===== src/rtl/pmod_rx_pkg.sv =====
// ============================================================================
// Module   : pmod_rx_pkg
// Brief    : Shared FSM state encoding and hex-to-7-segment table for the PMOD
//            serial link (receiver and transmitter side).
// Revision : 1.0
// ============================================================================
`default_nettype none

package pmod_rx_pkg;

    localparam int c_STATE_W = 3;

    localparam logic [c_STATE_W-1:0] c_ST_IDLE      = 3'd0;
    localparam logic [c_STATE_W-1:0] c_ST_START     = 3'd1;
    localparam logic [c_STATE_W-1:0] c_ST_DATA      = 3'd2;
    localparam logic [c_STATE_W-1:0] c_ST_STOP      = 3'd3;
    localparam logic [c_STATE_W-1:0] c_ST_WAIT_IDLE = 3'd4;

    // Active-low segments, bit0 = A ... bit6 = G, indexed by hex digit.
    localparam logic [6:0] c_SEG_TABLE [16] = '{
        7'b1000000, 7'b1111001, 7'b0100100, 7'b0110000,
        7'b0011001, 7'b0010010, 7'b0000010, 7'b1111000,
        7'b0000000, 7'b0010000, 7'b0001000, 7'b0000011,
        7'b1000110, 7'b0100001, 7'b0000110, 7'b0001110
    };

endpackage

`default_nettype wire


===== src/rtl/pmod_rx_hex_to_7seg.sv =====
// ============================================================================
// Module   : hex_to_7seg
// Brief    : Combinational hex digit to active-low 7-segment pattern.
// Revision : 1.0
// ============================================================================
`default_nettype none

module hex_to_7seg
    import pmod_rx_pkg::*;
(
    input  logic [3:0] i_Nibble,
    output logic [6:0] o_Segment
);

    assign o_Segment = c_SEG_TABLE[i_Nibble];

endmodule

`default_nettype wire


===== src/rtl/pmod_rx.sv =====
// ============================================================================
// Module   : pmod_rx
// Brief    : 8N1 serial receiver with framing-error detection and registered
//            dual 7-segment hex display of the last good byte.
// Revision : 1.0
// ============================================================================
`default_nettype none

module pmod_rx
    import pmod_rx_pkg::*;
#(
    parameter int BIT_CYCLES = 2
)
(
    input  logic       i_Clk,
    input  logic       i_Reset,
    input  logic       io_PMOD_1,
    output logic [7:0] o_Data,
    output logic       o_Valid,
    output logic       o_Error,
    output logic       o_Busy,
    output logic [6:0] o_Segment1,
    output logic [6:0] o_Segment2
);

    localparam int                 c_CNT_W    = $clog2(BIT_CYCLES) + 1;
    localparam logic [c_CNT_W-1:0] c_CNT_HALF = c_CNT_W'(BIT_CYCLES / 2 - 1);
    localparam logic [c_CNT_W-1:0] c_CNT_FULL = c_CNT_W'(BIT_CYCLES - 1);
    localparam logic [c_CNT_W-1:0] c_CNT_ONE  = c_CNT_W'(1);

    logic                 r_Sync1;
    logic                 r_Line;
    logic [c_STATE_W-1:0] r_State;
    logic [c_STATE_W-1:0] w_NextState;
    logic [c_CNT_W-1:0]   r_CycleCnt;
    logic [2:0]           r_BitIdx;
    logic [7:0]           r_Shift;
    logic [7:0]           r_Data;
    logic                 r_Valid;
    logic                 r_Error;
    logic [6:0]           r_Seg1;
    logic [6:0]           r_Seg2;
    logic [6:0]           w_SegHi;
    logic [6:0]           w_SegLo;
    logic                 w_HalfDone;
    logic                 w_BitDone;
    logic                 w_ShiftEn;
    logic                 w_LoadData;
    logic                 w_FrameErr;
    logic                 w_Busy;

    always_ff @(posedge i_Clk) begin
        if (i_Reset) begin
            r_Sync1 <= 1'b1;
            r_Line  <= 1'b1;
        end else begin
            r_Sync1 <= io_PMOD_1;
            r_Line  <= r_Sync1;
        end
    end

    always_ff @(posedge i_Clk) begin
        if (i_Reset) begin
            r_State <= c_ST_IDLE;
        end else begin
            r_State <= w_NextState;
        end
    end

    always_comb begin
        w_NextState = r_State;
        case (r_State)
            c_ST_IDLE:      if (!r_Line) w_NextState = c_ST_START;
            c_ST_START:     if (w_HalfDone) w_NextState = r_Line ? c_ST_IDLE : c_ST_DATA;
            c_ST_DATA:      if (w_BitDone && (r_BitIdx == 3'd7)) w_NextState = c_ST_STOP;
            c_ST_STOP:      if (w_BitDone) w_NextState = r_Line ? c_ST_IDLE : c_ST_WAIT_IDLE;
            c_ST_WAIT_IDLE: if (r_Line) w_NextState = c_ST_IDLE;
            default:        w_NextState = c_ST_IDLE;
        endcase
    end

    always_comb begin
        w_HalfDone = (r_CycleCnt == c_CNT_HALF);
        w_BitDone  = (r_CycleCnt == c_CNT_FULL);
        w_Busy     = (r_State != c_ST_IDLE);
        w_ShiftEn  = (r_State == c_ST_DATA) && w_BitDone;
        w_LoadData = (r_State == c_ST_STOP) && w_BitDone && r_Line;
        w_FrameErr = (r_State == c_ST_STOP) && w_BitDone && !r_Line;
    end

    // Any state change restarts bit timing; within DATA each bit boundary does too.
    always_ff @(posedge i_Clk) begin
        if (i_Reset) begin
            r_CycleCnt <= '0;
            r_BitIdx   <= 3'd0;
            r_Shift    <= 8'h00;
        end else begin
            if ((w_NextState != r_State) || w_ShiftEn) begin
                r_CycleCnt <= '0;
            end else if ((r_State != c_ST_IDLE) && (r_State != c_ST_WAIT_IDLE)) begin
                r_CycleCnt <= r_CycleCnt + c_CNT_ONE;
            end

            if (r_State == c_ST_IDLE) begin
                r_BitIdx <= 3'd0;
            end else if (w_ShiftEn) begin
                r_BitIdx <= r_BitIdx + 3'd1;
            end

            if (w_ShiftEn) begin
                r_Shift[r_BitIdx] <= r_Line;
            end
        end
    end

    hex_to_7seg u_hex_hi (
        .i_Nibble  (r_Shift[7:4]),
        .o_Segment (w_SegHi)
    );

    hex_to_7seg u_hex_lo (
        .i_Nibble  (r_Shift[3:0]),
        .o_Segment (w_SegLo)
    );

    always_ff @(posedge i_Clk) begin
        if (i_Reset) begin
            r_Data  <= 8'h00;
            r_Valid <= 1'b0;
            r_Error <= 1'b0;
            r_Seg1  <= c_SEG_TABLE[0];
            r_Seg2  <= c_SEG_TABLE[0];
        end else begin
            r_Valid <= w_LoadData;
            r_Error <= w_FrameErr;
            if (w_LoadData) begin
                r_Data <= r_Shift;
                r_Seg1 <= w_SegHi;
                r_Seg2 <= w_SegLo;
            end
        end
    end

    assign o_Data     = r_Data;
    assign o_Valid    = r_Valid;
    assign o_Error    = r_Error;
    assign o_Busy     = w_Busy;
    assign o_Segment1 = r_Seg1;
    assign o_Segment2 = r_Seg2;

endmodule

`default_nettype wire


===== config.mk =====
export PLATFORM = sky130hd
export DESIGN_NAME = pmod_rx
export DESIGN_NICKNAME = d
export VERILOG_FILES = /design/src/rtl/pmod_rx_pkg.sv /design/src/rtl/pmod_rx_hex_to_7seg.sv /design/src/rtl/pmod_rx.sv
export SDC_FILE = /design/constraint.sdc
export NUM_CORES = 1
export LEC_CHECK = 0
export CAP_MARGIN = 20
export CELL_PAD_IN_SITES_DETAIL_PLACEMENT = 1
export CELL_PAD_IN_SITES_GLOBAL_PLACEMENT = 2
export CORE_ASPECT_RATIO = 1.1
export CORE_MARGIN = 1
export CORE_UTILIZATION = 35
export CTS_BUF_LIST = sky130_fd_sc_hd__clkbuf_16
export CTS_CLUSTER_SIZE = 24
export DETAILED_ROUTE_END_ITERATION = 12
export PLACE_DENSITY = 0.8
export SETUP_SLACK_MARGIN = 0.4
export SLEW_MARGIN = 40
export SYNTH_ARGS = -nofsm -noshare
export SYNTH_HDL_FRONTEND = slang
export SYNTH_SLANG_ARGS = --single-unit

===== constraint.sdc =====
create_clock -name i_Clk -period 1.7 [get_ports i_Clk]
set_input_delay 0.17 -clock i_Clk [delete_from_list [all_inputs] [get_ports i_Clk]]
set_output_delay 0.17 -clock i_Clk [all_outputs]
set_load 0.1 [all_outputs]

Yosys cells after proc, flatten, opt, wreduce, memory -nomap -nowiden
Memories as Yosys holds them, arrays and structs flattened. A register that Yosys moved wholly into a read port is not among the register bits. Index checks and enable logic that the tools add are counted. W data, S select, Z words.

Add/sub/neg operators: 2. Order comparisons: 2. Equality and inequality tests: 8. Mux-type cells: 11. Bitwise operators: 2. Reductions and logical operators: 14.

Operators by type and width (number): $mux W3 (6); $pmux W3 S5 (1); $not A4 Y5 (2); $bwmux W8 (1); $logic_and A1 B1 Y1 (7); $eq A3 B2 Y1 const B (2); $eq A3 B3 Y1 const B (2); $lt A3 B4 Y1 const B (1); $reduce_or A2 Y1 (2); $add A3 B1 Y3 const B (1); $demux W1 S3 (1); $eq A3 B1 Y1 const B (1); $ge A3 B1 Y1 const B (1); $logic_not A3 Y1 (1); $ne A3 B3 Y1 (1); $ne A3 B3 Y1 const B (1); $reduce_bool A3 Y1 (1); $add A2 B1 Y2 const B (1); $eq A2 B1 Y1 const B (1); $logic_not A2 Y1 (1); $mux W2 (1); $logic_not A1 Y1 (1); $logic_or A1 B1 Y1 (1); $mux W1 (1).

Register bits: 28. ROM bits: 224. Bits of input ports: 3. Output and inout port bits: 25. Memories kept: 2.

Memories: (no name shown) (words 16, bits a word 7, read ports 1, clocked after memory_dff 1, write ports 0, line pmod_rx_hex_to_7seg.sv:15) `assign o_Segment = c_SEG_TABLE[i_Nibble];`; (no name shown) (words 16, bits a word 7, read ports 1, clocked after memory_dff 1, write ports 0, line pmod_rx_hex_to_7seg.sv:15).

Longest topological paths before layout
Gate-level depths: netlist of run 1.

Word-level depth: 7. Depth in mapped cells: 7. Gate-level depth less buffers: 5.

Modules after synthesis
Synthesis of run 1 repeated with hierarchy kept, for this count alone.

Cells, all modules: 284. Area, all modules: 2386.0 um^2.

By module, submodules not included: pmod_rx (instances 1, cells an instance 216, area each 1854.3 um^2); hex_to_7seg (u_hex_lo) (instances 1, cells an instance 32, area each 275.3 um^2); hex_to_7seg (u_hex_hi) (instances 1, cells an instance 36, area each 256.5 um^2).

Least setup slack after synthesis of run 1
OpenSTA, ideal clock, no wires.

Kind: register to register. Start: reg r_State[0]. End: reg r_BitIdx[0]. Arrival: 1.514 ns. Data required time: 1.581 ns. Slack: 0.067 ns. Cell stages (with the launch flop): 5. Path buffers: 1. Clock period less this slack: 1.633 ns. Cells stage by stage: dfxtp_1 buf_2 or3_1 nand2_1 nor2_1.

Longest elaborated chain between the ends: 2. Elaborated cells on any way between the ends: 4. Classes of those cells: eq/ne (1); reduce/logical (3).

RTL lines: start, declared (line pmod_rx.sv:33) `logic [c_STATE_W-1:0] r_State;`; start signal, assigned (line pmod_rx.sv:64) `r_State <= c_ST_IDLE;`; start signal, assigned (line pmod_rx.sv:66) `r_State <= w_NextState;`; $eq A3 B2 Y1 / $logic_not A3 Y1 (equally long branches) (line pmod_rx.sv:86, pmod_rx.sv:104); $logic_and A1 B1 Y1 / $reduce_or A2 Y1 (equally long branches); end signal, assigned (line pmod_rx.sv:107) `r_BitIdx <= r_BitIdx + 3'd1;`; end, declared (line pmod_rx.sv:36) `logic [2:0] r_BitIdx;`.

Parallel ways exist; a longest one is shown, timed or not. A chain may end at the register's enable or synchronous reset.

Worst setup path after layout of run 1
Start: reg r_State[0]. End: out o_Busy.

Longest elaborated chain between the ends: 1.

RTL lines: $reduce_bool A3 Y1 (line pmod_rx.sv:85) `w_Busy = (r_State != c_ST_IDLE);`; end, declared (line pmod_rx.sv:21) `output logic o_Busy,`.

Every way passes these cells.

==> flow_metrics.env, run 1 <==
export IMPL_status="complete, no violations"
export IMPL_dieHeight_um=90.2
export IMPL_rr_startpoint="r_CycleCnt[1]"
export IMPL_cts_buffers=5
export IMPL_cts_tree="built"
export IMPL_wirelength_mm=7.08
export IMPL_core_area_mm2=0.00671
export IMPL_die_w_um=82.1
export IMPL_drcViolationCount=0
export IMPL_postRouteAntennaNets=0
export IMPL_ys_ff_latch=42
export IMPL_most_common_layout_cells="buf_4 (48), dfxtp_1 (21), dfxtp_2 (16)"
export IMPL_crit_arrival_ns=1.34
export IMPL_vias=2103
export IMPL_ys_flop_type="dfxtp_1"
export IMPL_netlist_instances=255
export IMPL_path_class="flip-flop to primary output"
export IMPL_r2r_end="o_Segment2[2]"
export IMPL_syn_area_per_cell_um2=9.70
export IMPL_hold_path_class="flip-flop to flip-flop"
export IMPL_viasPerCell=5.38
export IMPL_finClkSkew_ns=0.00555
export IMPL_ios=28
export IMPL_wire_per_inst_um=18.1
export IMPL_vdd_drop_max_uv=532
export IMPL_die_area_mm2=0.00740
export IMPL_intPower_uw=1690
export IMPL_maxCapViolCount=0
export IMPL_async_flop_share=0
export IMPL_synthTopCellsByArea="dfxtp_1 (34%), ha_1 (8.1%), mux2i_1 (5.7%)"
export IMPL_yosysTopAreaCell="dfxtp_1"
export IMPL_ff2ff_path_depth=7
export IMPL_rsz0062_at_grt="yes"
export IMPL_dpl_hpwl_mm=4.12
export IMPL_switching_share=0.233
export IMPL_min_from="r_Sync1"
export IMPL_finalCriticalPeriod_ns=1.51
export IMPL_p_leak_uw=0.00141
export IMPL_slew_viol_final=0
export IMPL_cts_sinks=42
export IMPL_p_clk_frac=0.478
export IMPL_min_period_over_period=0.886
export IMPL_num_rows=31
export IMPL_clockBufferDepth=2
export IMPL_powerDensity_mw_per_mm2=612
export IMPL_cp_end_kind="primary output"
export IMPL_area_growth_pct=46.0
export IMPL_grt_pass1_wl_mm=11.3
export IMPL_hold_violations=0
export IMPL_ys_seq_area_frac=0.340
export IMPL_clock_latency_ns=0.29
export IMPL_clk_pin_slew_ns=0.06
export IMPL_antennaDiodeCount=0
export IMPL_ys_types=54
export IMPL_synth_top_area_share=0.340
export IMPL_n_fill_cell=746
export IMPL_nNetsFinal=327
export IMPL_gp_congestion=0.751
export IMPL_max_slew_margin=0.711
export IMPL_drtPass1Iterations=4
export IMPL_io_buffers=27
export IMPL_grt_overflow_total=0
export IMPL_setup_viol_count_final=0
export IMPL_drive_above_1_share=0.540
export IMPL_grt_max_degree=29
export IMPL_start_util=0.368
export IMPL_critical_path_peak_fanout=4
export IMPL_setup_tns_ns=0
export IMPL_whs_path_depth=1
export IMPL_tightest_slew_ns=0.433
export IMPL_p_total_uw=2210
export IMPL_synth_edff_count=0
export IMPL_rrSetupSlack_ns=0.21
export IMPL_cp_data_required_time_ns=1.53
export IMPL_drt_iter0_drc=81
export IMPL_max_freq_mhz=664
export IMPL_fin_util=0.538
export IMPL_cts_htree_levels=2
export IMPL_cts_root_buf="clkbuf_16"
export IMPL_power_frac_seq=0.447
export IMPL_grt_use_total=0.203
export IMPL_cp_start_kind="flip-flop"
export IMPL_yosysWarnings=0
export IMPL_cts_hold_buf=0
export IMPL_switchingPower_uw=515
export IMPL_grt_antenna_before_repair=0
export IMPL_syn_nets=274
export IMPL_first_global_vias=2175
export IMPL_syn_area_mm2=0.00247
export IMPL_comb_power_share=0.075
export IMPL_holdPathEnd="r_Line"
export IMPL_layout_commonest_cell="buf_4"
[sequential cells by signal, indices dropped and copies added (netlist names)]
register,count
o_Segment2,7
r_Sync1,1
o_Segment1,7
o_Valid,1
r_State,3
r_Line,1
r_BitIdx,3
r_Shift,8
o_Data,8
r_CycleCnt,2
o_Error,1
[cell usage after synthesis (2+ instances only)]
master,n
a2111oi_2,2
a211oi_2,4
a21oi_1,19
a21oi_2,6
a311oi_2,6
buf_2,8
buf_4,3
buf_6,5
clkbuf_1,6
dfxtp_1,42
ha_1,16
inv_1,12
mux2_2,4
mux2i_1,14
nand2_1,14
nand3_1,15
nand3b_1,2
nor2_1,9
nor2b_1,7
nor3_1,5
nor3b_1,3
nor4b_1,2
o211ai_1,4
o21ai_0,13
or2_2,2
or3_1,3
xnor2_1,2
[per-stage QoR]
step	std cells	worst slack [ns]	area (um^2)	hold slack, ns
floorplan	255	0.330	2590	0.274
global placement	356	0.209	2900	0.391
detailed placement	356	0.180	2900	0.415
CTS	385	0.212	3460	0.437
global route	391	0.165	3610	0.450
finish	391	0.195	3610	0.428
[what timing repair did]
item | CTS | global route
resized for setup | 43 | 14
cloned | 2 | 1
endpoints found under the setup margin | 37 | 40
buffers inserted | 19 | 5
pin swaps | 17 | 13
[critical path: stages (launching register included)]
cell	delay [ns]
dfxtp_2	0.34
buf_6	0.13
or3_4	0.40
buf_12	0.18
[worst max path at each step]
| stage | start | endpoint | slack (ns) | cells past startpoint |
|---|---|---|---|---|
| finish | r_State[0] | o_Busy | 0.19 | 3 |
| global route | r_CycleCnt[1] | o_Segment2[5] | 0.17 | 7 |
| CTS | r_State[1] | o_Busy | 0.21 | 3 |
| detailed placement | r_CycleCnt[1] | r_Shift[2] | 0.18 | 5 |
| global placement | r_Shift[0] | o_Segment2[3] | 0.21 | 5 |
| floorplan | r_Shift[5] | o_Segment1[3] | 0.33 | 5 |
[power by group through the flow]
stage | sequential (uW) | combinational, uW | clock (uW)
global route | 986 | 178 | 1110
CTS | 985 | 152 | 1080
detailed placement | 1010 | 123 | 0
finish | 986 | 167 | 1060
floorplan | 1010 | 85.3 | 0
global placement | 1010 | 122 | 0
[cell families (layout without fill, tap and decap cells)]
logic type,count (synthesis),after routing,synth area share
simple gates,75,75,0.192
compound gates,64,64,0.205
flops,42,42,0.340
buf+inv,37,91,0.0911
mux,19,19,0.0840
fa+ha+maj,16,16,0.0810
xor+xnor,2,2,0.00709
[final cells by class]
type,instances,area [um^2],share of cell area
multi-input cells,176,1690,0.469
flip-flops and latches,42,880,0.244
repair buffers,70,713,0.198
clock buffers,6,150,0.0416
well taps,82,103,0.0284
inverters,13,56.3,0.0156
clock inverters,2,13.8,0.00381
[per-layer routing]
layer | track usage | vias to the layer above | part of all wire
met3 | 0.0365 | 7 | 0.022
li1 | - | 1028 | -
met2 | 0.355 | 27 | 0.50
met1 | 0.252 | 1041 | 0.47
met4 | 0.0395 | 0 | 0.013
met5 | 0 | - | 0
Note: power is estimated with default switching activity, not from simulation.
==> run 2: changes to the inputs <==
clock period = 1.6 ns   (was 1.7 ns; I/O delays follow)
==> run 2 against run 1 <==
Clock power is 8% lower; combinational power increased by 4%; global-route usage up 0.91 points; clock-buffer cell count decreased by 1; sequential share of layout area fell by 2.5 points; critical path depth increased by 5; sequential power rose by 6%; power decreased by 0.35%; routed wire length grew 8.9%; hold slack worse by 0.014 ns; sequential cell count is the same.
==> flow_metrics.env, run 2 (synthesis results as in run 1) <==
export IMPL_crit_buf_inv=4
export IMPL_hold_path_class="flip-flop to flip-flop"
export IMPL_rrSetupSlack_ns=0.10
export IMPL_rr_startpoint="r_CycleCnt[1]"
export IMPL_hold_violations=0
export IMPL_cpPeakStageDelay_ns=0.33
export IMPL_die_area_mm2=0.00740
export IMPL_rsz0062_at_grt="yes"
export IMPL_vias=2180
export IMPL_critPathTopFamily="buffers and inverters"
export IMPL_cp_end_kind="flip-flop"
export IMPL_drtPass1Iterations=4
export IMPL_cp_data_required_time_ns=1.79
export IMPL_first_global_vias=2272
export IMPL_start_util=0.368
export IMPL_setup_tns_ns=0
export IMPL_crit_arrival_ns=1.69
export IMPL_cts_sinks=42
export IMPL_status="complete, no violations"
export IMPL_gp_congestion=0.764
export IMPL_path_cells="inv_2, ha_4, buf_6, buf_6, mux2i_4, buf_4, a221oi_4, nor4b_2"
export IMPL_antennaDiodeCount=0
export IMPL_cts_htree_levels=2
export IMPL_max_slew_margin=0.727
export IMPL_nNetsFinal=333
export IMPL_drcViolationCount=0
export IMPL_clockBufferDepth=2
export IMPL_cts_buffers=5
export IMPL_ff2ff_path_depth=8
export IMPL_wirelength_mm=7.71
export IMPL_grt_use_total=0.212
export IMPL_cp_start_kind="flip-flop"
export IMPL_r2r_end="r_CycleCnt[0]"
export IMPL_core_area_mm2=0.00671
export IMPL_grt_pass1_wl_mm=11.9
export IMPL_slew_viol_final=0
export IMPL_clk_pin_slew_ns=0.06
export IMPL_most_common_layout_cells="buf_4 (28), buf_12 (28), dfxtp_2 (21)"
export IMPL_maxCapViolCount=0
export IMPL_finClkSkew_ns=0.00281
export IMPL_postRouteAntennaNets=0
export IMPL_holdPathEnd="r_Line"
export IMPL_holdWs_ns=0.414
export IMPL_dieHeight_um=90.2
export IMPL_grt_max_degree=29
export IMPL_min_from="r_Sync1"
export IMPL_dpl_hpwl_mm=4.42
export IMPL_min_period_over_period=0.936
export IMPL_wire_per_inst_um=19.4
export IMPL_fin_util=0.604
export IMPL_critPathMostFrequentCell="buf_6"
export IMPL_whs_path_depth=1
export IMPL_die_w_um=82.1
export IMPL_critical_path_peak_fanout=5
export IMPL_viasPerCell=5.49
export IMPL_drt_iter0_drc=47
export IMPL_max_freq_mhz=667
export IMPL_tightest_slew_ns=0.404
export IMPL_cp_slowest_cell="dfxtp_2"
export IMPL_io_buffers=27
export IMPL_grt_antenna_before_repair=0
export IMPL_grt_overflow_total=0
export IMPL_vdd_drop_max_uv=509
export IMPL_p_leak_uw=0.00151
export IMPL_finalCriticalPeriod_ns=1.50
export IMPL_powerDensity_mw_per_mm2=543
export IMPL_path_class="flip-flop to flip-flop"
export IMPL_cts_tree="built"
export IMPL_clock_latency_ns=0.28
export IMPL_setup_viol_count_final=0
export IMPL_ios=28
export IMPL_drive_above_1_share=0.606
export IMPL_num_rows=31
export IMPL_area_growth_pct=63.9
export IMPL_cts_root_buf="clkbuf_16"
-- run 2: how the worst max path moves through the flow --
stage                  startpoint            end  depth (start not counted)
floorplan              r_Shift[5]  o_Segment1[3]                          4
global placement    r_CycleCnt[1]  o_Segment1[4]                          6
detailed placement  r_CycleCnt[1]  o_Segment1[4]                          6
CTS                    r_State[1]         o_Busy                          3
global route        r_CycleCnt[1]  r_CycleCnt[0]                          8
finish              r_CycleCnt[1]  r_CycleCnt[0]                          8
-- run 2: layout make-up --
cell class | count | area, um^2
Fill cell | 670 | 2660
Multi-Input combinational cell | 176 | 1830
Timing Repair Buffer | 76 | 1040
Sequential cell | 42 | 886
Clock buffer | 5 | 125
Tap cell | 82 | 103
Inverter | 13 | 58.8
Clock inverter | 3 | 12.5
-- run 2: per-layer routing --
metal / vias to the layer above / routed length (um) / GRT usage
li1: 1040 / - / -
met1: 1094 / 3340 / 0.261
met2: 36 / 4070 / 0.371
met3: 10 / 156 / 0.0305
met4: 0 / 145 / 0.0585
met5: - / 0 / 0
-- run 2: repair_timing --
| item | CTS | global route |
|---|---|---|
| gates resized for setup | 39 | 36 |
| hold buffers | 0 | 0 |
| cloned | 2 | 1 |
| buffers inserted | 18 | 8 |
| pin swaps | 16 | 20 |
| endpoints found under the setup margin | 39 | 40 |
-- run 2: report_power, final --
group	switching, uW	total, uW	internal (uW)	leakage (uW)
sequential	10.5	1050	1040	0.000352
clock	409	974	565	0.0000724
combinational	97.0	173	75.8	0.00108
total	517	2200	1680	0.00151
-- run 2: per-stage QoR --
stage          setup WS (ns)  area [um^2]  instances  power, uW
2_1_floorplan          0.254         2680        255       1170
3_3_place_gp           0.145         3280        360       1210
3_5_place_dp          0.0965         3280        360       1210
4_1_cts                0.144         3790        388       2200
5_1_grt               0.0437         4050        397       2280
6_report               0.102         4050        397       2200
